==> config.mk <==
export PLATFORM = sky130hd
export DESIGN_NAME = core_sequencer_flat
export DESIGN_NICKNAME = d
export VERILOG_FILES = /design/src/rtl/core_sequencer_pkg.sv /design/src/rtl/core_sequencer_if.sv /design/src/rtl/core_sequencer_stage_watchdog.sv /design/src/rtl/core_sequencer.sv /design/src/flat_wrapper.sv
export SDC_FILE = /design/constraint.sdc
export NUM_CORES = 1
export LEC_CHECK = 0
export ABC_CLOCK_PERIOD_IN_PS = 8200
export BUFFER_PORTS_ARGS = -buffer_cell sky130_fd_sc_hd__buf_2
export CAP_MARGIN = 10
export CORE_UTILIZATION = 35
export DETAILED_ROUTE_END_ITERATION = 8
export GPL_TIMING_DRIVEN = 0
export PLACE_DENSITY = 0.59
export SYNTH_ARGS = -nofsm -noshare
export SYNTH_HDL_FRONTEND = slang
export SYNTH_HIERARCHICAL = 1
export SYNTH_SLANG_ARGS = --single-unit
==> constraint.sdc <==
create_clock -name clk -period 8.2 [get_ports clk]
set_input_delay 0.41 -clock clk [delete_from_list [all_inputs] [get_ports clk]]
set_output_delay 0.41 -clock clk [all_outputs]
set_load 0.05 [all_outputs]
==> src/rtl/core_sequencer_pkg.sv <==
// Shared types for the stage sequencer: FSM states, error causes, stage indices.
// Latency: n/a; backpressure: n/a.
package core_sequencer_pkg;

    localparam logic [31:0] INSTR_BYTES = 32'd4;

    localparam int STG_F = 0;
    localparam int STG_D = 1;
    localparam int STG_X = 2;
    localparam int STG_M = 3;
    localparam int STG_W = 4;
    localparam int NUM_STAGES = 5;

    typedef enum logic [3:0] {
        F_ISSUE,
        F_WAIT,
        D_ISSUE,
        D_WAIT,
        X_ISSUE,
        X_WAIT,
        M_ISSUE,
        M_WAIT,
        W_ISSUE,
        W_WAIT,
        HALTED,
        ERROR
    } stage_state_t;

    typedef enum logic [1:0] {
        ERR_NONE     = 2'd0,
        ERR_TIMEOUT  = 2'd1,
        ERR_MISALIGN = 2'd2
    } err_cause_t;

    function automatic logic is_wait_state(input stage_state_t s);
        return (s == F_WAIT) || (s == D_WAIT) || (s == X_WAIT) ||
               (s == M_WAIT) || (s == W_WAIT);
    endfunction

    function automatic logic is_aligned(input logic [31:0] addr);
        return (addr[1:0] == 2'b00);
    endfunction

endpackage

==> src/rtl/core_sequencer_if.sv <==
// Enabled/completed handshake between the sequencer and the five stage units.
// Latency: n/a; backpressure: a stage holds the sequencer in WAIT until it pulses completed.
interface core_sequencer_if;

    logic        fetch_enabled;
    logic        fetch_completed;
    logic        decode_enabled;
    logic        decode_completed;
    logic        exec_enabled;
    logic        exec_completed;
    logic        mem_enabled;
    logic        mem_completed;
    logic        wb_enabled;
    logic        wb_completed;
    logic        is_mem_op;
    logic        is_jump_chosen;
    logic [31:0] jump_dest;

    modport master (
        output fetch_enabled, decode_enabled, exec_enabled, mem_enabled, wb_enabled,
        input  fetch_completed, decode_completed, exec_completed, mem_completed, wb_completed,
        input  is_mem_op, is_jump_chosen, jump_dest
    );

    modport slave (
        input  fetch_enabled, decode_enabled, exec_enabled, mem_enabled, wb_enabled,
        output fetch_completed, decode_completed, exec_completed, mem_completed, wb_completed,
        output is_mem_op, is_jump_chosen, jump_dest
    );

endinterface

==> src/rtl/core_sequencer_stage_watchdog.sv <==
// Counts consecutive WAIT cycles of one stage; expired marks the LIMIT-th such cycle.
// Latency: expired is combinational from the count; backpressure: none. LIMIT=0 disables.
module core_sequencer_stage_watchdog #(
    parameter int unsigned LIMIT = 1024
) (
    input  logic clk,
    input  logic rstn,
    input  logic clear,
    input  logic count_en,
    output logic expired
);

    localparam bit          ENABLED = (LIMIT != 0);
    localparam logic [31:0] LAST    = 32'(LIMIT) - 32'd1;

    logic [31:0] cnt_q;
    logic [31:0] cnt_d;

    always_comb begin
        cnt_d = cnt_q;
        if (clear) begin
            cnt_d = '0;
        end else if (count_en && ENABLED) begin
            cnt_d = cnt_q + 32'd1;
        end
    end

    always_ff @(posedge clk) begin
        if (!rstn) begin
            cnt_q <= '0;
        end else begin
            cnt_q <= cnt_d;
        end
    end

    // cnt_q holds the number of earlier WAIT cycles, so this is the LIMIT-th one.
    assign expired = ENABLED && count_en && (cnt_q == LAST);

endmodule

==> src/rtl/core_sequencer.sv <==
// Sequences fetch/decode/execute/mem/writeback for one instruction at a time and owns the PC.
// Latency: 2+ cycles per stage; backpressure: each stage stalls the FSM until its completed pulse.
module core_sequencer
    import core_sequencer_pkg::*;
#(
    parameter logic [31:0] RESET_PC       = 32'h0000_0000,
    parameter int unsigned TIMEOUT_CYCLES = 1024
) (
    input  logic                    clk,
    input  logic                    rstn,
    input  logic                    halt_req,
    core_sequencer_if.master        sif,
    output logic [31:0]             pc,
    output logic [31:0]             instret,
    output logic                    halted,
    output logic                    error,
    output logic [1:0]              err_cause
);

    stage_state_t           state_q, state_d;
    logic [31:0]            pc_q, pc_d;
    logic [31:0]            next_pc_q, next_pc_d;
    logic [31:0]            instret_q, instret_d;
    logic                   is_mem_q, is_mem_d;
    err_cause_t             err_cause_q, err_cause_d;
    logic [NUM_STAGES-1:0]  en_q, en_d;
    logic                   halted_q, halted_d;
    logic                   error_q, error_d;

    logic                   wd_clear;
    logic                   wd_count;
    logic                   wd_expired;

    assign wd_count = is_wait_state(state_q);
    assign wd_clear = !wd_count;

    core_sequencer_stage_watchdog #(
        .LIMIT (TIMEOUT_CYCLES)
    ) u_watchdog (
        .clk      (clk),
        .rstn     (rstn),
        .clear    (wd_clear),
        .count_en (wd_count),
        .expired  (wd_expired)
    );

    always_comb begin
        state_d     = state_q;
        pc_d        = pc_q;
        next_pc_d   = next_pc_q;
        instret_d   = instret_q;
        is_mem_d    = is_mem_q;
        err_cause_d = err_cause_q;

        unique case (state_q)
            // Reset leaves the fetch enable low, so the first F_ISSUE lingers one cycle to pulse it.
            F_ISSUE: if (en_q[STG_F]) state_d = F_WAIT;
            D_ISSUE: state_d = D_WAIT;
            X_ISSUE: state_d = X_WAIT;
            M_ISSUE: state_d = M_WAIT;
            W_ISSUE: state_d = W_WAIT;

            F_WAIT: begin
                if (sif.fetch_completed) begin
                    state_d = D_ISSUE;
                end else if (wd_expired) begin
                    state_d     = ERROR;
                    err_cause_d = ERR_TIMEOUT;
                end
            end

            D_WAIT: begin
                if (sif.decode_completed) begin
                    is_mem_d = sif.is_mem_op;
                    state_d  = X_ISSUE;
                end else if (wd_expired) begin
                    state_d     = ERROR;
                    err_cause_d = ERR_TIMEOUT;
                end
            end

            X_WAIT: begin
                if (sif.exec_completed) begin
                    if (sif.is_jump_chosen && !is_aligned(sif.jump_dest)) begin
                        state_d     = ERROR;
                        err_cause_d = ERR_MISALIGN;
                    end else begin
                        next_pc_d = sif.is_jump_chosen ? sif.jump_dest : (pc_q + INSTR_BYTES);
                        state_d   = is_mem_q ? M_ISSUE : W_ISSUE;
                    end
                end else if (wd_expired) begin
                    state_d     = ERROR;
                    err_cause_d = ERR_TIMEOUT;
                end
            end

            M_WAIT: begin
                if (sif.mem_completed) begin
                    state_d = W_ISSUE;
                end else if (wd_expired) begin
                    state_d     = ERROR;
                    err_cause_d = ERR_TIMEOUT;
                end
            end

            W_WAIT: begin
                if (sif.wb_completed) begin
                    pc_d      = next_pc_q;
                    instret_d = instret_q + 32'd1;
                    state_d   = halt_req ? HALTED : F_ISSUE;
                end else if (wd_expired) begin
                    state_d     = ERROR;
                    err_cause_d = ERR_TIMEOUT;
                end
            end

            HALTED: if (!halt_req) state_d = F_ISSUE;

            ERROR: state_d = ERROR;

            default: state_d = state_q;
        endcase

        // Outputs are flopped from the next state so they align with the state they describe.
        en_d[STG_F] = (state_d == F_ISSUE);
        en_d[STG_D] = (state_d == D_ISSUE);
        en_d[STG_X] = (state_d == X_ISSUE);
        en_d[STG_M] = (state_d == M_ISSUE);
        en_d[STG_W] = (state_d == W_ISSUE);
        halted_d    = (state_d == HALTED);
        error_d     = (state_d == ERROR);
    end

    always_ff @(posedge clk) begin
        if (!rstn) begin
            state_q     <= F_ISSUE;
            pc_q        <= RESET_PC;
            next_pc_q   <= RESET_PC;
            instret_q   <= '0;
            is_mem_q    <= 1'b0;
            err_cause_q <= ERR_NONE;
            en_q        <= '0;
            halted_q    <= 1'b0;
            error_q     <= 1'b0;
        end else begin
            state_q     <= state_d;
            pc_q        <= pc_d;
            next_pc_q   <= next_pc_d;
            instret_q   <= instret_d;
            is_mem_q    <= is_mem_d;
            err_cause_q <= err_cause_d;
            en_q        <= en_d;
            halted_q    <= halted_d;
            error_q     <= error_d;
        end
    end

    assign sif.fetch_enabled  = en_q[STG_F];
    assign sif.decode_enabled = en_q[STG_D];
    assign sif.exec_enabled   = en_q[STG_X];
    assign sif.mem_enabled    = en_q[STG_M];
    assign sif.wb_enabled     = en_q[STG_W];

    assign pc        = pc_q;
    assign instret   = instret_q;
    assign halted    = halted_q;
    assign error     = error_q;
    assign err_cause = err_cause_q;

endmodule
==> src/flat_wrapper.sv <==
// flat-port wrapper written by rule: the top's interface ports become plain ports
module core_sequencer_flat import core_sequencer_pkg::*;
#(
    parameter logic [31:0] RESET_PC       = 32'h0000_0000,
    parameter int unsigned TIMEOUT_CYCLES = 1024
)
  (clk, rstn, halt_req, pc, instret, halted, error, err_cause, sif_fetch_enabled, sif_decode_enabled, sif_exec_enabled, sif_mem_enabled, sif_wb_enabled, sif_fetch_completed, sif_decode_completed, sif_exec_completed, sif_mem_completed, sif_wb_completed, sif_is_mem_op, sif_is_jump_chosen, sif_jump_dest);
  core_sequencer_if sif_i ();
  input  logic clk;
  input  logic rstn;
  input  logic halt_req;
  output logic [31:0] pc;
  output logic [31:0] instret;
  output logic halted;
  output logic error;
  output logic [1:0] err_cause;
  output wire logic [$bits(sif_i.fetch_enabled)-1:0] sif_fetch_enabled;
  output wire logic [$bits(sif_i.decode_enabled)-1:0] sif_decode_enabled;
  output wire logic [$bits(sif_i.exec_enabled)-1:0] sif_exec_enabled;
  output wire logic [$bits(sif_i.mem_enabled)-1:0] sif_mem_enabled;
  output wire logic [$bits(sif_i.wb_enabled)-1:0] sif_wb_enabled;
  input wire logic [$bits(sif_i.fetch_completed)-1:0] sif_fetch_completed;
  input wire logic [$bits(sif_i.decode_completed)-1:0] sif_decode_completed;
  input wire logic [$bits(sif_i.exec_completed)-1:0] sif_exec_completed;
  input wire logic [$bits(sif_i.mem_completed)-1:0] sif_mem_completed;
  input wire logic [$bits(sif_i.wb_completed)-1:0] sif_wb_completed;
  input wire logic [$bits(sif_i.is_mem_op)-1:0] sif_is_mem_op;
  input wire logic [$bits(sif_i.is_jump_chosen)-1:0] sif_is_jump_chosen;
  input wire logic [$bits(sif_i.jump_dest)-1:0] sif_jump_dest;
  assign sif_fetch_enabled = sif_i.fetch_enabled;
  assign sif_decode_enabled = sif_i.decode_enabled;
  assign sif_exec_enabled = sif_i.exec_enabled;
  assign sif_mem_enabled = sif_i.mem_enabled;
  assign sif_wb_enabled = sif_i.wb_enabled;
  assign sif_i.fetch_completed = sif_fetch_completed;
  assign sif_i.decode_completed = sif_decode_completed;
  assign sif_i.exec_completed = sif_exec_completed;
  assign sif_i.mem_completed = sif_mem_completed;
  assign sif_i.wb_completed = sif_wb_completed;
  assign sif_i.is_mem_op = sif_is_mem_op;
  assign sif_i.is_jump_chosen = sif_is_jump_chosen;
  assign sif_i.jump_dest = sif_jump_dest;
  core_sequencer #(.RESET_PC(RESET_PC), .TIMEOUT_CYCLES(TIMEOUT_CYCLES)) u_core (.clk(clk), .rstn(rstn), .halt_req(halt_req), .sif(sif_i), .pc(pc), .instret(instret), .halted(halted), .error(error), .err_cause(err_cause));
endmodule
### After elaboration in Yosys (flattened, before gate mapping)

Index checks and enable logic that the tools add are counted.

| storage, ports and cells | value |
|---|---|
| bits of input ports | 42 |
| output and inout port bits | 73 |
| word-level logic and storage cells | 74 |
| bits in registers | 142 |

| cells by class | value |
|---|---|
| add/subtract/negate cells | 3 |
| eq/ne operators | 23 |
| reductions and logical operators | 16 |
| mux-type cells | 21 |
| bitwise operators | 1 |

Operator list:

| operator | count |
|---|---|
| adder 32 x 1 -> 32 bit (second input constant) | 2 |
| case mux 4 bit (12 select lines) | 1 |
| two-way mux 4 bit | 11 |
| adder 32 x 3 -> 32 bit (second input constant) | 1 |
| == test 32 x 10 -> 1 bit (second input constant) | 1 |
| two-way mux 32 bit | 1 |
| == test 4 bit (second input constant) | 7 |
| == test 4 x 3 -> 1 bit (second input constant) | 6 |
| two-way mux 2 bit | 7 |
| == test 4 x 2 -> 1 bit (second input constant) | 3 |
| case mux 2 bit (5 select lines) | 1 |
| zero test 4 bit | 2 |
| != test 2 bit (second input constant) | 4 |
| AND reduction 2 bit | 3 |
| AND reduction 6 bit | 1 |
| nonzero test 5 bit | 1 |
| == test 4 x 1 -> 1 bit (second input constant) | 1 |
| logical OR 1 bit | 4 |
| != test 3 bit (second input constant) | 1 |
| AND reduction 3 bit | 1 |
| logical AND 1 bit | 2 |
| zero test 2 bit | 1 |
| zero test 1 bit | 1 |
| inverter 1 bit | 1 |

### Logic depth before layout (Yosys ltp)

Gate-level depths: netlist (run 1).

| logic depth | value |
|---|---|
| depth in word-level cells | 10 |
| mapped depth | 14 |
| depth with buffers taken out | 11 |

### By module

Netlist (run 1), hierarchy kept.

Modules (own cells, without submodules):

| module | cells each | area an instance (um2) | sequential area each (um2) | times used |
|---|---|---|---|---|
| core_sequencer | 681 | 5465.2 | 2202.1 | 1 |
| core_sequencer_stage_watchdog | 185 | 1552.7 | 640.6 | 1 |

### Worst setup path before layout (run 1)

Ideal clock, no wire load.

| path | value |
|---|---|
| path kind | register to register |
| from | reg u_core.state_q[1] |
| to | reg u_core.en_q[1] |
| clock period less this slack | 2.916 ns |
| arrival | 2.824 ns |
| path slack | 5.284 ns |
| cell stages (with the launch flop) | 15 |
| library setup time | 0.092 ns |
| buffers on the path | 3 |
| required time | 8.108 ns |
| path through | dfxtp_1 buf_2 buf_2 o21ai_0 and2_1 nand3_2 nor3_1 nand2_1 nor4_1 clkbuf_1 nor3_1 a2111oi_2 a2111oi_2 o21ba_2 nor4_1 |

| between the ends | value |
|---|---|
| word-level cells in the longest chain between the ends | 10 |
| elaborated cells between the ends (all ways) | 27 |
| those cells by class | eq/ne (12); mux (9); reduce/logical (6) |

RTL lines:

| item | RTL line | RTL |
|---|---|---|
| start, declared | core_sequencer.sv:20 | `stage_state_t state_q, state_d;` |
| start signal, assigned | core_sequencer.sv:146 | `state_q <= state_d;` |
| == test 4 x 1 -> 1 bit or == test 4 x 2 -> 1 bit (tied branches) | core_sequencer_pkg.sv:36 | `return (s == F_WAIT) \|\| (s == D_WAIT) \|\| (s == X_WAIT) \|\|` |
| logical OR 1 bit (3 in series) | core_sequencer_pkg.sv:36 |  |
| logical OR 1 bit (*) | core_sequencer_pkg.sv:37 | `(s == M_WAIT) \|\| (s == W_WAIT);` |
| named net u_core.wd_count | core_sequencer.sv:31 | `logic wd_count;` |
| logical AND 1 bit (*) | core_sequencer_stage_watchdog.sv:37 | `assign expired = ENABLED && count_en && (cnt_q == LAST);` |
| named net u_core.wd_expired | core_sequencer.sv:32 | `logic wd_expired;` |
| two-way mux 4 bit (*) | - |  |
| two-way mux 4 bit (on tied branches) | - |  |
| case mux 4 bit (12 select lines) (*) | core_sequencer.sv:55 | `unique case (state_q)` |
| == test 4 x 2 -> 1 bit (*) | core_sequencer.sv:126 | `en_d[STG_D] = (state_d == D_ISSUE);` |
| end signal, assigned | core_sequencer.sv:152 | `en_q <= en_d;` |
| end, declared | core_sequencer.sv:26 | `logic [NUM_STAGES-1:0] en_q, en_d;` |

The timed path passes the listed nets; every way through them passes the cells marked *.
A chain may end at the register's enable or synchronous reset.

### Final worst setup path (run 1)

| path | value |
|---|---|
| from | reg u_core.state_q[1] |
| to | reg u_core.en_q[0] |

| between the ends | value |
|---|---|
| word-level cells in the longest chain between the ends | 10 |
| elaborated cells between the ends (all ways) | 27 |
| those cells by class | eq/ne (11); mux (9); reduce/logical (7) |

RTL lines:

| item | RTL line | RTL |
|---|---|---|
| == test 4 x 1 -> 1 bit or == test 4 x 2 -> 1 bit (tied branches) | core_sequencer_pkg.sv:36 |  |
| logical OR 1 bit (3 in series) | core_sequencer_pkg.sv:36 |  |
| logical OR 1 bit (*) | core_sequencer_pkg.sv:37 |  |
| named net u_core.wd_count | core_sequencer.sv:31 |  |
| logical AND 1 bit (*) | core_sequencer_stage_watchdog.sv:37 |  |
| named net u_core.wd_expired | core_sequencer.sv:32 |  |
| two-way mux 4 bit (*) | - |  |
| two-way mux 4 bit (on tied branches) | - |  |
| case mux 4 bit (12 select lines) (*) | core_sequencer.sv:55 |  |
| zero test 4 bit (*) | core_sequencer.sv:125 | `en_d[STG_F] = (state_d == F_ISSUE);` |

Marks and branches as above.

==> run_results.csv, run 1 <==
group,metric,value,unit
status,outcome,"completed",
floorplanning,dieArea,20600,µm²
min_path,holdCritPathClass,"in -> reg",
cts,cts.path.max_buffers,2,
logic_synthesis,synth.avg_cell_area,8.10,µm²
sta,final_min_period_over_clock_period,45.6,%
sta,setup_viol_count_final,0,
floorplanning,die_h,144,µm
sta,max-slew-margin-rel,44.5,%
placed_design,place_hpwl,14600,µm
worst_setup_path,r2r_start,"u_core/state_q[1]$_SDFF_PN0_",
worst_setup_path,worst-r2r-cell-count,14,
flow_run,max-cap-violations,0,
logic_synthesis,synth_area,7020,µm²
min_path,timing.hold.worst_endpoint,"u_core/is_mem_q$_SDFFE_PN0P_",
cells_and_area,n_fill_cell,2073,
sta,clock_skew,11.1,ps
min_path,worstHoldStart,"sif_is_mem_op",
sta,slew_viol_final,0,
logic_synthesis,synthDominantCellAreaShare,40.5,%
worst_setup_path,timing.rr.end,"u_core/en_q[0]$_SDFF_PN0_",
global_routing,grt_start_max_net_pins,17,
cells_and_area,layout_commonest_cell,"dfxtp_1",
power_and_ir_drop,clock_power_share,52.8,%
cts,cts_resized,0,
floorplanning,rows,51,
cts,cts.repair_timing.setup_buffer_count,0,
logic_synthesis,synth.area.top_cells,"dfxtp_1 41%, nand2_1 6.0%, a21oi_1 5.6%",
logic_synthesis,synthesis.yosys.warnings,6,
sta,layout_setup_ws,4460,ps
worst_setup_path,regToRegSetupSlack,4460,ps
power_and_ir_drop,internal-power,1.24,mW
sta,timing_hold_violations_final,0,
drt,drt-total-wl,20000,µm
logic_synthesis,synth_edf_count,0,
floorplanning,floorplan.die.width,144,µm
power_and_ir_drop,vdd_drop_max,0.125,mV
worst_setup_path,cp_data_arrival_time,4060,ps
drt,drtIter0Drc,361,
worst_setup_path,cp_max_fo,10,
cts,cts_root_cell,"clkbuf_16",
cells_and_area,layout-area-overhead-vs-synth,21.9,%
drt,drc,0,
logic_synthesis,cell_variety_after_synth,66,
logic_synthesis,synth-seq-cells,142,
power_and_ir_drop,power.net_switching,369,µW
drt,drt-wirelength-per-cell,15.7,µm
power_and_ir_drop,power-per-cell-area,188,nW/µm²
global_routing,grt_busiest_layer,"met2",
min_path,min_path_cells,3,
global_routing,global_route.usage.met3,4.90,%
worst_setup_path,worstSetupPathType,"reg -> reg",
cts,clkLatencyLatePin,420,ps
cells_and_area,drive_above_1_share,17.7,%
worst_setup_path,setup.worst_path.start_class,"flop",
logic_synthesis,synthesis.instances,866,
sta,min_period,3740,ps
placed_design,gp_congestion,0.847,
sta,rsz_0062_raised_after_global_routing,"false",
global_routing,grt_overflow,0,
cells_and_area,most-common-layout-cells,"142 x dfxtp_1, 125 x buf_2, 113 x nand2_1, 79 x a21oi_1, 62 x nor2_1",
drt,drt.antenna.violating_nets,0,
global_routing,met1_usage,26.2,%
sta,fin_setup_tns,0,ps
logic_synthesis,synth_top_cell_by_area,"dfxtp_1",
placed_design,buffer_ports.inserted,111,
drt,vias,6715,
global_routing,grt_pass1_vias,6265,
cts,clk_pin_slew,70,ps
floorplanning,fp.coreArea,19600,µm²
power_and_ir_drop,power.share.sequential,43.1,%
global_routing,grt_use_met2,32.8,%
cts,tritoncts,"built",
cts,cts-buffers-inserted,17,
sta,max_clock_freq,267,MHz
logic_synthesis,ys_async_sr_fraction,0,%
floorplanning,initial_utilization,35.8,%
logic_synthesis,ys_dominant_reg_cell,"dfxtp_1",
placed_design,pre_cts_ws,4490,ps
logic_synthesis,syn-num-nets,911,
power_and_ir_drop,share_of_power_burned_in_combinational_logic,4.2,%
drt,dr.pass1.iters,5,
floorplanning,floorplan.io_pins,115,
power_and_ir_drop,power_switching_share,23.0,%
cts,clock-sinks,142,
drt,routed_via_density,5.27,
cells_and_area,number_of_nets_in_the_layout,1041,
worst_setup_path,setup.worst_path.end_class,"flop",
global_routing,grt_usage,20.2,%
sta,tightest_slew,825,ps
global_routing,grt_first_pass_wirelength,32100,µm
cts,h_tree_levels,4,
power_and_ir_drop,p_leak,3.06,nW
worst_setup_path,worst_ep_required_time,8520,ps
logic_synthesis,yosysSeqAreaShare,40.5,%
cts,cts-hold-fix-buffers,0,
global_routing,antenna_found_initial,1,
[flip-flops by register name, summed over array words and instances, names as in the netlist]
signal	cells
u_core/en_q	5
u_core/halted	1
u_core/instret	32
u_core/pc	32
u_core/error	1
u_core/err_cause	2
u_core/state_q	4
u_core/u_watchdog/cnt_q	32
u_core/is_mem_q	1
u_core/next_pc_q	32
[power by group through the flow]
stage,combinational [mW],sequential (mW),clock (mW)
2_1_floorplan,0.0374,0.711,0
3_3_place_gp,0.0668,0.709,0
3_5_place_dp,0.0666,0.709,0
4_1_cts,0.0669,0.693,0.865
5_1_grt,0.0731,0.693,0.896
6_report,0.0670,0.693,0.849
[stage by stage]
step / hold WS (ps) / cells / power (mW) / utilization [%] / cell area, µm²
floorplan: 431 / 866 / 0.748 / - / 7020
global placement: 439 / 1242 / 0.775 / 40.4 / 7910
detailed placement: 442 / 1242 / 0.775 / 40.4 / 7910
CTS: 232 / 1274 / 1.62 / 43.6 / 8550
global route: 262 / 1274 / 1.66 / 43.6 / 8550
finish: 239 / 1275 / 1.61 / 43.7 / 8550
[metal layers]
metal	vias up	wire, µm
met5	-	0
met1	3128	9260
li1	3384	-
met4	0	308
met2	178	9270
met3	25	1140
[cells in the mapped netlist, types with 14 or more instances]
| cell type | n |
|---|---|
| clkbuf_1 | 29 |
| o31ai_1 | 16 |
| nand4_1 | 20 |
| dfxtp_1 | 142 |
| nor3_1 | 23 |
| buf_2 | 14 |
| xnor2_1 | 31 |
| nand3_1 | 53 |
| xor2_1 | 27 |
| nor2_1 | 62 |
| nor4_1 | 25 |
| or3_1 | 14 |
| inv_1 | 17 |
| o21ai_0 | 34 |
| and3_1 | 19 |
| nand2_1 | 113 |
| a21oi_1 | 79 |
[worst max-delay path: stages (launching register included)]
cell and delay (ps):
dfxtp_1 310, buf_2 170, buf_2 190, o21ai_0 150, and2_1 310, nand3_2 200, nor3_1 330, nand2_1 120
nor4_1 270, clkbuf_1 390, nor3b_1 100, o21ai_0 300, o2111ai_1 220, or2_2 370, a211oi_1 190
[area by class of cell]
type                       count  area [µm²]  share of cell area, %
multi-input combinational    653        3880                   45.4
sequential                   142        2840                   33.2
timing repair buffer         111         556                   6.50
clock buffer                  19         443                   5.18
tap                          265         332                   3.88
buffer                        53         229                   2.68
clock inverter                13         201                   2.36
inverter                      18        67.6                  0.790
antenna                        1        2.50                 0.0293
[worst max-delay path by stage]
stage,slack (ps),from,endpoint
floorplan,5280,u_core/state_q[1]$_SDFF_PN0_,u_core/en_q[1]$_SDFF_PN0_
global placement,4520,u_core/state_q[1]$_SDFF_PN0_,u_core/halted$_SDFF_PN0_
CTS,4470,u_core/state_q[1]$_SDFF_PN0_,u_core/halted$_SDFF_PN0_
global route,4080,u_core/state_q[1]$_SDFF_PN0_,u_core/halted$_SDFF_PN0_
detailed placement,4490,u_core/state_q[1]$_SDFF_PN0_,u_core/halted$_SDFF_PN0_
finish,4460,u_core/state_q[1]$_SDFF_PN0_,u_core/en_q[0]$_SDFF_PN0_
[cells by family (layout without fill, tap and decap cells)]
family	Yosys count	count (layout)	share of synthesized area, %
and+or+nand+nor	401	401	30.1
AOI/OAI and AO/OA	176	176	15.2
DFF	142	142	40.5
buffers and inverters	71	214	4.23
xor gates and xnor gates	58	58	7.24
muxes	15	15	2.19
adders and majority gates	3	3	0.535
other	0	1	0
Note: power is estimated with default switching activity, not from simulation.
==> run 2: changes to the inputs <==
Settings changed: ABC_CLOCK_PERIOD_IN_PS 8200 to 3400, PLACE_DENSITY 0.59 to 0.61.
Clock period 8.2 ns to 3.4 ns, I/O delays scaled along.
==> run 2 against run 1 <==
  * Count of clock-buffer cells in the layout did not move
  * Clock skew rose by 2.8 ps
  * Setup slack got worse by 4100 ps
  * Flip-flop and latch count did not move
  * Combinational power rose by 150%
  * Non-clock buffer count rose by 4
  * Hold slack got worse by 200 ps
  * Via count rose by 1.1%
  * Global-route usage fell by 0.14 points
  * Largest power group unchanged
==> run_results.csv, run 2 (same netlist as run 1, synthesis figures left out) <==
group,metric,value,unit
worst_setup_path,cp_max_fo,10,
global_routing,grt_usage,20.0,%
cells_and_area,insertedDiodeCount,0,
sta,setup_viol_count_final,0,
cells_and_area,layout-area-overhead-vs-synth,22.2,%
worst_setup_path,worst_path_largest_cell_delay,450,ps
floorplanning,floorplan.die.width,144,µm
worst_setup_path,worst_ep_required_time,3710,ps
placed_design,buffer_ports.inserted,111,
drt,vias,6787,
cts,cts.path.max_buffers,2,
global_routing,antenna_found_initial,0,
sta,final_min_period_over_clock_period,90.8,%
worst_setup_path,setup.worst_path.end_class,"flop",
sta,min_period,3090,ps
power_and_ir_drop,p_leak,3.08,nW
sta,max_clock_freq,324,MHz
worst_setup_path,slowest_stage,"a2111oi_2",
cts,clkLatencyLatePin,420,ps
worst_setup_path,setup.worst_path.start_class,"flop",
cts,tritoncts,"built",
placed_design,place_hpwl,14600,µm
sta,rsz_0062_raised_after_global_routing,"false",
sta,max-slew-margin-rel,37.8,%
global_routing,grt_overflow,0,
floorplanning,die_h,144,µm
sta,tightest_slew,924,ps
floorplanning,fp.coreArea,19600,µm²
drt,routed_via_density,5.31,
sta,timing_hold_violations_final,0,
drt,drc,0,
worst_setup_path,worstSetupPathType,"reg -> reg",
status,outcome,"completed",
drt,drt-total-wl,20400,µm
sta,fin_setup_tns,0,ps
flow_run,max-cap-violations,0,
cts,clock-sinks,142,
power_and_ir_drop,vdd_drop_max,0.285,mV
power_and_ir_drop,power-per-cell-area,441,nW/µm²
floorplanning,floorplan.io_pins,115,
global_routing,grt_pass1_vias,6128,
min_path,holdCritPathClass,"in -> reg",
drt,drt-wirelength-per-cell,16.0,µm
floorplanning,dieArea,20600,µm²
drt,drtIter0Drc,507,
worst_setup_path,cell_family_with_most_cp_delay,"simple AND/OR/NAND/NOR gates",
cts,cts-buffers-inserted,17,
cells_and_area,layout_commonest_cell,"dfxtp_1",
worst_setup_path,cell_chain_of_the_critical_path,"buf_2 -> buf_2 -> o21ai_1 -> and2_4 -> nand3_4 -> nor3_4 -> nand2_1 -> nor4_2 -> buf_4 -> nor3_1 -> a2111oi_2 -> a21oi_1 -> and3_1 -> nor4_1",
global_routing,grt_start_max_net_pins,17,
worst_setup_path,regToRegSetupSlack,310,ps
worst_setup_path,timing.critical_path.buf_inv,3,
worst_setup_path,crit_path_frequent_cell,"buf_2",
cts,clk_pin_slew,60,ps
sta,clock_skew,13.8,ps
placed_design,gp_congestion,0.831,
drt,drt.antenna.violating_nets,0,
cts,h_tree_levels,4,
floorplanning,initial_utilization,35.8,%
cells_and_area,postLayoutCellArea,8580,µm²
floorplanning,rows,51,
drt,dr.pass1.iters,5,
cells_and_area,number_of_nets_in_the_layout,1045,
cells_and_area,most-common-layout-cells,"142 x dfxtp_1, 125 x buf_2, 113 x nand2_1, 79 x a21oi_1, 62 x nor2_1",
sta,slew_viol_final,0,
cts,cts_root_cell,"clkbuf_16",
global_routing,grt_first_pass_wirelength,31900,µm
placed_design,placed_area,7910,µm²
worst_setup_path,cp_data_arrival_time,3400,ps
cells_and_area,drive_above_1_share,18.3,%
## run 2: layout make-up
cell class,instances,area (µm²)
Fill cell,1998,11000
Multi-Input combinational cell,653,3910
Sequential cell,142,2840
Timing Repair Buffer,115,588
Clock buffer,19,433
Tap cell,265,332
Buffer,53,233
Clock inverter,13,176
Inverter,18,67.6
## run 2: path summary, 6_finish.rpt
path / start / to / depth (start not counted)
max: u_core/state_q[1]$_SDFF_PN0_ / u_core/en_q[1]$_SDFF_PN0_ / 14
min: sif_jump_dest[14] / u_core/next_pc_q[14]$_SDFFE_PN0P_ / 3
max reg2reg: u_core/state_q[1]$_SDFF_PN0_ / u_core/en_q[1]$_SDFF_PN0_ / 14
min reg2reg: u_core/next_pc_q[29]$_SDFFE_PN0P_ / u_core/pc[29]$_SDFFE_PN0P_ / 2
## run 2: worst reg2reg max path: cells and delay by family, from the launching register on
kind | cells | cell delay, ps
and+or+nand+nor | 8 | 1420
buffers and inverters | 3 | 560
DFF | 1 | 310
AOI/OAI and AO/OA | 3 | 690
## run 2: layer usage
layer,vias to the layer above,global-route usage [%],part of all wire (%)
li1,3401,-,-
met1,3159,26.1,45
met2,206,32.9,47
met3,21,4.47,6.3
met4,0,5.99,1.4
met5,-,0,0
## run 2: through the flow
step	setup slack, ps	total power [mW]	hold WS, ps	instances	utilization, %
after detailed placement	-161	1.87	431	1242	40.4
after global routing	38.2	3.91	30.6	1278	43.8
after global placement	-227	1.87	423	1242	40.4
final	313	3.78	38.7	1278	43.8
after CTS	56.5	3.82	31.3	1275	43.5
after floorplan	484	1.80	314	866	-
## run 2: power by group
| group | switching [mW] | internal (mW) |
|---|---|---|
| clock network | 0.772 | 1.17 |
| registers | 0.00462 | 1.67 |
| logic | 0.111 | 0.0555 |
| total | 0.887 | 2.90 |
## run 2: what timing repair did
action	4_1_cts	5_1_grt
pin swaps	0	1
resized for setup	2	10
setup buffers	0	3
hold buffers	1	0
setup endpoints to repair	8	8
endpoints found under the hold margin	1	0
==> run 3: changes to the inputs <==
Settings changed: ABC_AREA set to 1, CORE_ASPECT_RATIO set to 0.7, PLACE_DENSITY 0.61 to 0.6, RECOVER_POWER set to 100.
==> run 3 against run 2 <==
  * Register-to-register slack improved by 140 ps
  * Combinational power increased to 2.5 times the previous value
  * Clock skew decreased by 4.6 ps
  * Setup slack improved by 140 ps
  * Wire length increased by 29%
  * Synthesized cell count increased by 49%
  * Clock power about the same
  * Final area increased by 9.7%
  * Flip-flop and latch count unchanged
  * Sequential share of layout area decreased by 2.9 points
  * Power increased by 7.6%
  * Critical endpoint is now u_core/en_q[4]$_SDFF_PN0_
  * Largest power group unchanged
==> run_results.csv, run 3 <==
group,metric,value,unit
status,outcome,"completed",
logic_synthesis,cell_variety_after_synth,38,
logic_synthesis,synth-seq-cells,142,
logic_synthesis,syn-num-nets,1335,
placed_design,pre_cts_ws,615,ps
drt,drt-total-wl,26300,µm
floorplanning,floorplan.io_pins,115,
sta,timing_hold_violations_final,0,
cells_and_area,layout_commonest_cell,"nand2_1",
drt,met3RoutedLength,1710,µm
sta,tightest_slew,969,ps
worst_setup_path,regToRegSetupSlack,460,ps
cells_and_area,layout-area-overhead-vs-synth,17.2,%
logic_synthesis,post-synth-top-count-cell,"nand2_1",
worst_setup_path,cp_max_fo,10,
global_routing,grt_overflow,0,
logic_synthesis,synthDominantCellAreaShare,35.4,%
flow_run,max-cap-violations,0,
logic_synthesis,yosysSeqAreaShare,35.4,%
cells_and_area,n_fill_cell,2513,
cells_and_area,drive_above_1_share,8.44,%
drt,met1_length,13900,µm
global_routing,antenna_found_initial,0,
cts,cts_root_cell,"clkbuf_16",
min_path,timing.hold.worst_endpoint,"u_core/next_pc_q[9]$_SDFFE_PN0P_",
cells_and_area,insertedDiodeCount,0,
floorplanning,rows,45,
global_routing,grt_pass1_vias,7508,
global_routing,grt_first_pass_wirelength,41000,µm
floorplanning,initial_utilization,36.4,%
sta,final_min_period_over_clock_period,86.6,%
min_path,min_path_cells,3,
sta,clock_skew,9.21,ps
logic_synthesis,synth_edf_count,0,
drt,drt.antenna.violating_nets,0,
drt,drtIter0Drc,776,
cts,cts_resized,0,
cells_and_area,most-common-layout-cells,"417 x nand2_1, 199 x nor2_1, 142 x dfxtp_1, 132 x a21oi_1, 105 x inv_1",
cts,cts-buffers-inserted,17,
placed_design,placed_area,8980,µm²
worst_setup_path,setup.worst_path.end_class,"flop",
drt,drt-wirelength-per-cell,15.1,µm
cts,cts-hold-fix-buffers,0,
drt,highest_layer,"met4",
drt,drc,0,
cells_and_area,number_of_nets_in_the_layout,1468,
drt,vias,8546,
placed_design,place_hpwl,20300,µm
sta,setup_viol_count_final,0,
global_routing,grt_start_max_net_pins,17,
worst_setup_path,worstSetupPathType,"reg -> reg",
drt,routed_via_density,4.91,
power_and_ir_drop,post-layout-total-power,4.07,mW
cts,cts.repair_timing.setup_buffer_count,0,
logic_synthesis,post_synth_most_frequent_cells,"415 x nand2_1, 193 x nor2_1, 142 x dfxtp_1",
logic_synthesis,synth.avg_cell_area,6.22,µm²
placed_design,buffer_ports.inserted,114,
power_and_ir_drop,vdd_drop_max,0.372,mV
worst_setup_path,worst-r2r-cell-count,18,
sta,fin_setup_tns,0,ps
logic_synthesis,synth.area.top_cells,"dfxtp_1 35%, nand2_1 19%, nor2_1 9.0%",
worst_setup_path,cp_data_arrival_time,3300,ps
drt,routed-wl-met2,10300,µm
drt,dr.pass1.iters,5,
cts,clock-sinks,142,
worst_setup_path,r2r_start,"u_core/state_q[2]$_SDFF_PN0_",
logic_synthesis,ys_dominant_reg_cell,"dfxtp_1",
logic_synthesis,synthesis.yosys.warnings,6,
min_path,worstHoldStart,"sif_jump_dest[9]",
sta,max_clock_freq,340,MHz
sta,slew_viol_final,0,
sta,max-slew-margin-rel,35.4,%
logic_synthesis,ys_async_sr_fraction,0,%
worst_setup_path,timing.rr.end,"u_core/en_q[4]$_SDFF_PN0_",
logic_synthesis,synthesis.instances,1290,
logic_synthesis,synth_top_cell_by_area,"dfxtp_1",
power_and_ir_drop,power-per-cell-area,433,nW/µm²
sta,rsz_0062_raised_after_global_routing,"false",
cts,tritoncts,"built",
sta,worst_hold_slack,34.0,ps
logic_synthesis,synth_area,8030,µm²
floorplanning,dieArea,23600,µm²
cts,h_tree_levels,4,
cells_and_area,postLayoutCellArea,9410,µm²
floorplanning,die_h,129,µm
floorplanning,fp.coreArea,22100,µm²
cts,clk_pin_slew,60,ps
min_path,holdCritPathClass,"in -> reg",
cts,cts.path.max_buffers,2,
worst_setup_path,worst_ep_required_time,3760,ps
sta,min_period,2940,ps
sta,layout_setup_ws,456,ps
cts,clkLatencyLatePin,430,ps
worst_setup_path,setup.worst_path.start_class,"flop",
power_and_ir_drop,p_leak,3.49,nW
placed_design,gp_congestion,0.951,
floorplanning,floorplan.die.width,183,µm
global_routing,grt_usage,22.6,%
## run 3: cell types whose count changed after synthesis, sizes merged, moves of 19 or more
cell,previous run,this run
nand2,113,427
nor4,25,2
inv,17,110
nor2,62,221
xnor2,31,1
and3,19,0
o21ai,34,70
a21oi,79,132
## run 3: worst max-delay path by stage
| stage | start | endpoint | slack (ps) | cells after the start |
|---|---|---|---|---|
| final | u_core/state_q[2]$_SDFF_PN0_ | u_core/en_q[4]$_SDFF_PN0_ | 460 | 18 |
| after global placement | u_core/state_q[3]$_SDFF_PN0_ | u_core/en_q[4]$_SDFF_PN0_ | 650 | 17 |
| after detailed placement | u_core/state_q[3]$_SDFF_PN0_ | u_core/en_q[4]$_SDFF_PN0_ | 620 | 17 |
| after CTS | u_core/state_q[3]$_SDFF_PN0_ | u_core/en_q[4]$_SDFF_PN0_ | 610 | 17 |
| after floorplan | u_core/state_q[1]$_SDFF_PN0_ | u_core/halted$_SDFF_PN0_ | 1240 | 19 |
| after global routing | u_core/state_q[0]$_SDFF_PN0_ | u_core/en_q[4]$_SDFF_PN0_ | 220 | 18 |
## run 3: area by class of cell
class | instances | area (µm²) | area share (%)
sequential | 142 | 2840 | 30.2
clock buffer | 20 | 467 | 4.96
clock inverter | 10 | 139 | 1.48
inverter | 112 | 423 | 4.49
buffer | 39 | 181 | 1.93
multi-input combinational | 997 | 4500 | 47.8
timing repair buffer | 114 | 479 | 5.09
tap | 305 | 382 | 4.05
## run 3: logic make-up (layout without fill, tap and decap cells)
family,Yosys count,count (layout),share of synthesized area [%]
and+or+nand+nor,766,766,41.0
AOI/OAI and AO/OA,214,214,13.6
buffers and inverters,151,295,7.95
DFF,142,142,35.4
xor gates and xnor gates,14,14,1.53
adders and majority gates,3,3,0.468
## run 3: routing by layer
metal,track usage [%],up-vias
met5,0,-
met4,5.78,0
met3,4.05,21
met2,31.8,285
met1,34.7,3847
li1,-,4393
## run 3: through the flow
step	cells	util, %
finish	1739	42.6
floorplan	1290	-
CTS	1739	43.4
detailed placement	1709	40.7
global route	1739	42.6
global placement	1709	40.7
## run 3: critical path: stages (launching register included)
cell and delay, ps:
dfxtp_1 400, inv_1 150, nand2_1 170, nor2_4 170, inv_1 50, nand2_1 70
buf_4 180, inv_1 100, nor4_1 220, nand3_1 100, nor2_1 350, inv_1 110
nand2_1 110, nand2_1 60, nand3_1 120, nand2_1 70, nor2_1 150, o21ai_0 150
nor2_1 130
## run 3: where the power goes
group,total (mW),internal (mW),switching (mW)
clock,1.96,1.20,0.755
sequential,1.69,1.68,0.00936
combinational,0.420,0.118,0.302
total,4.07,3.00,1.07
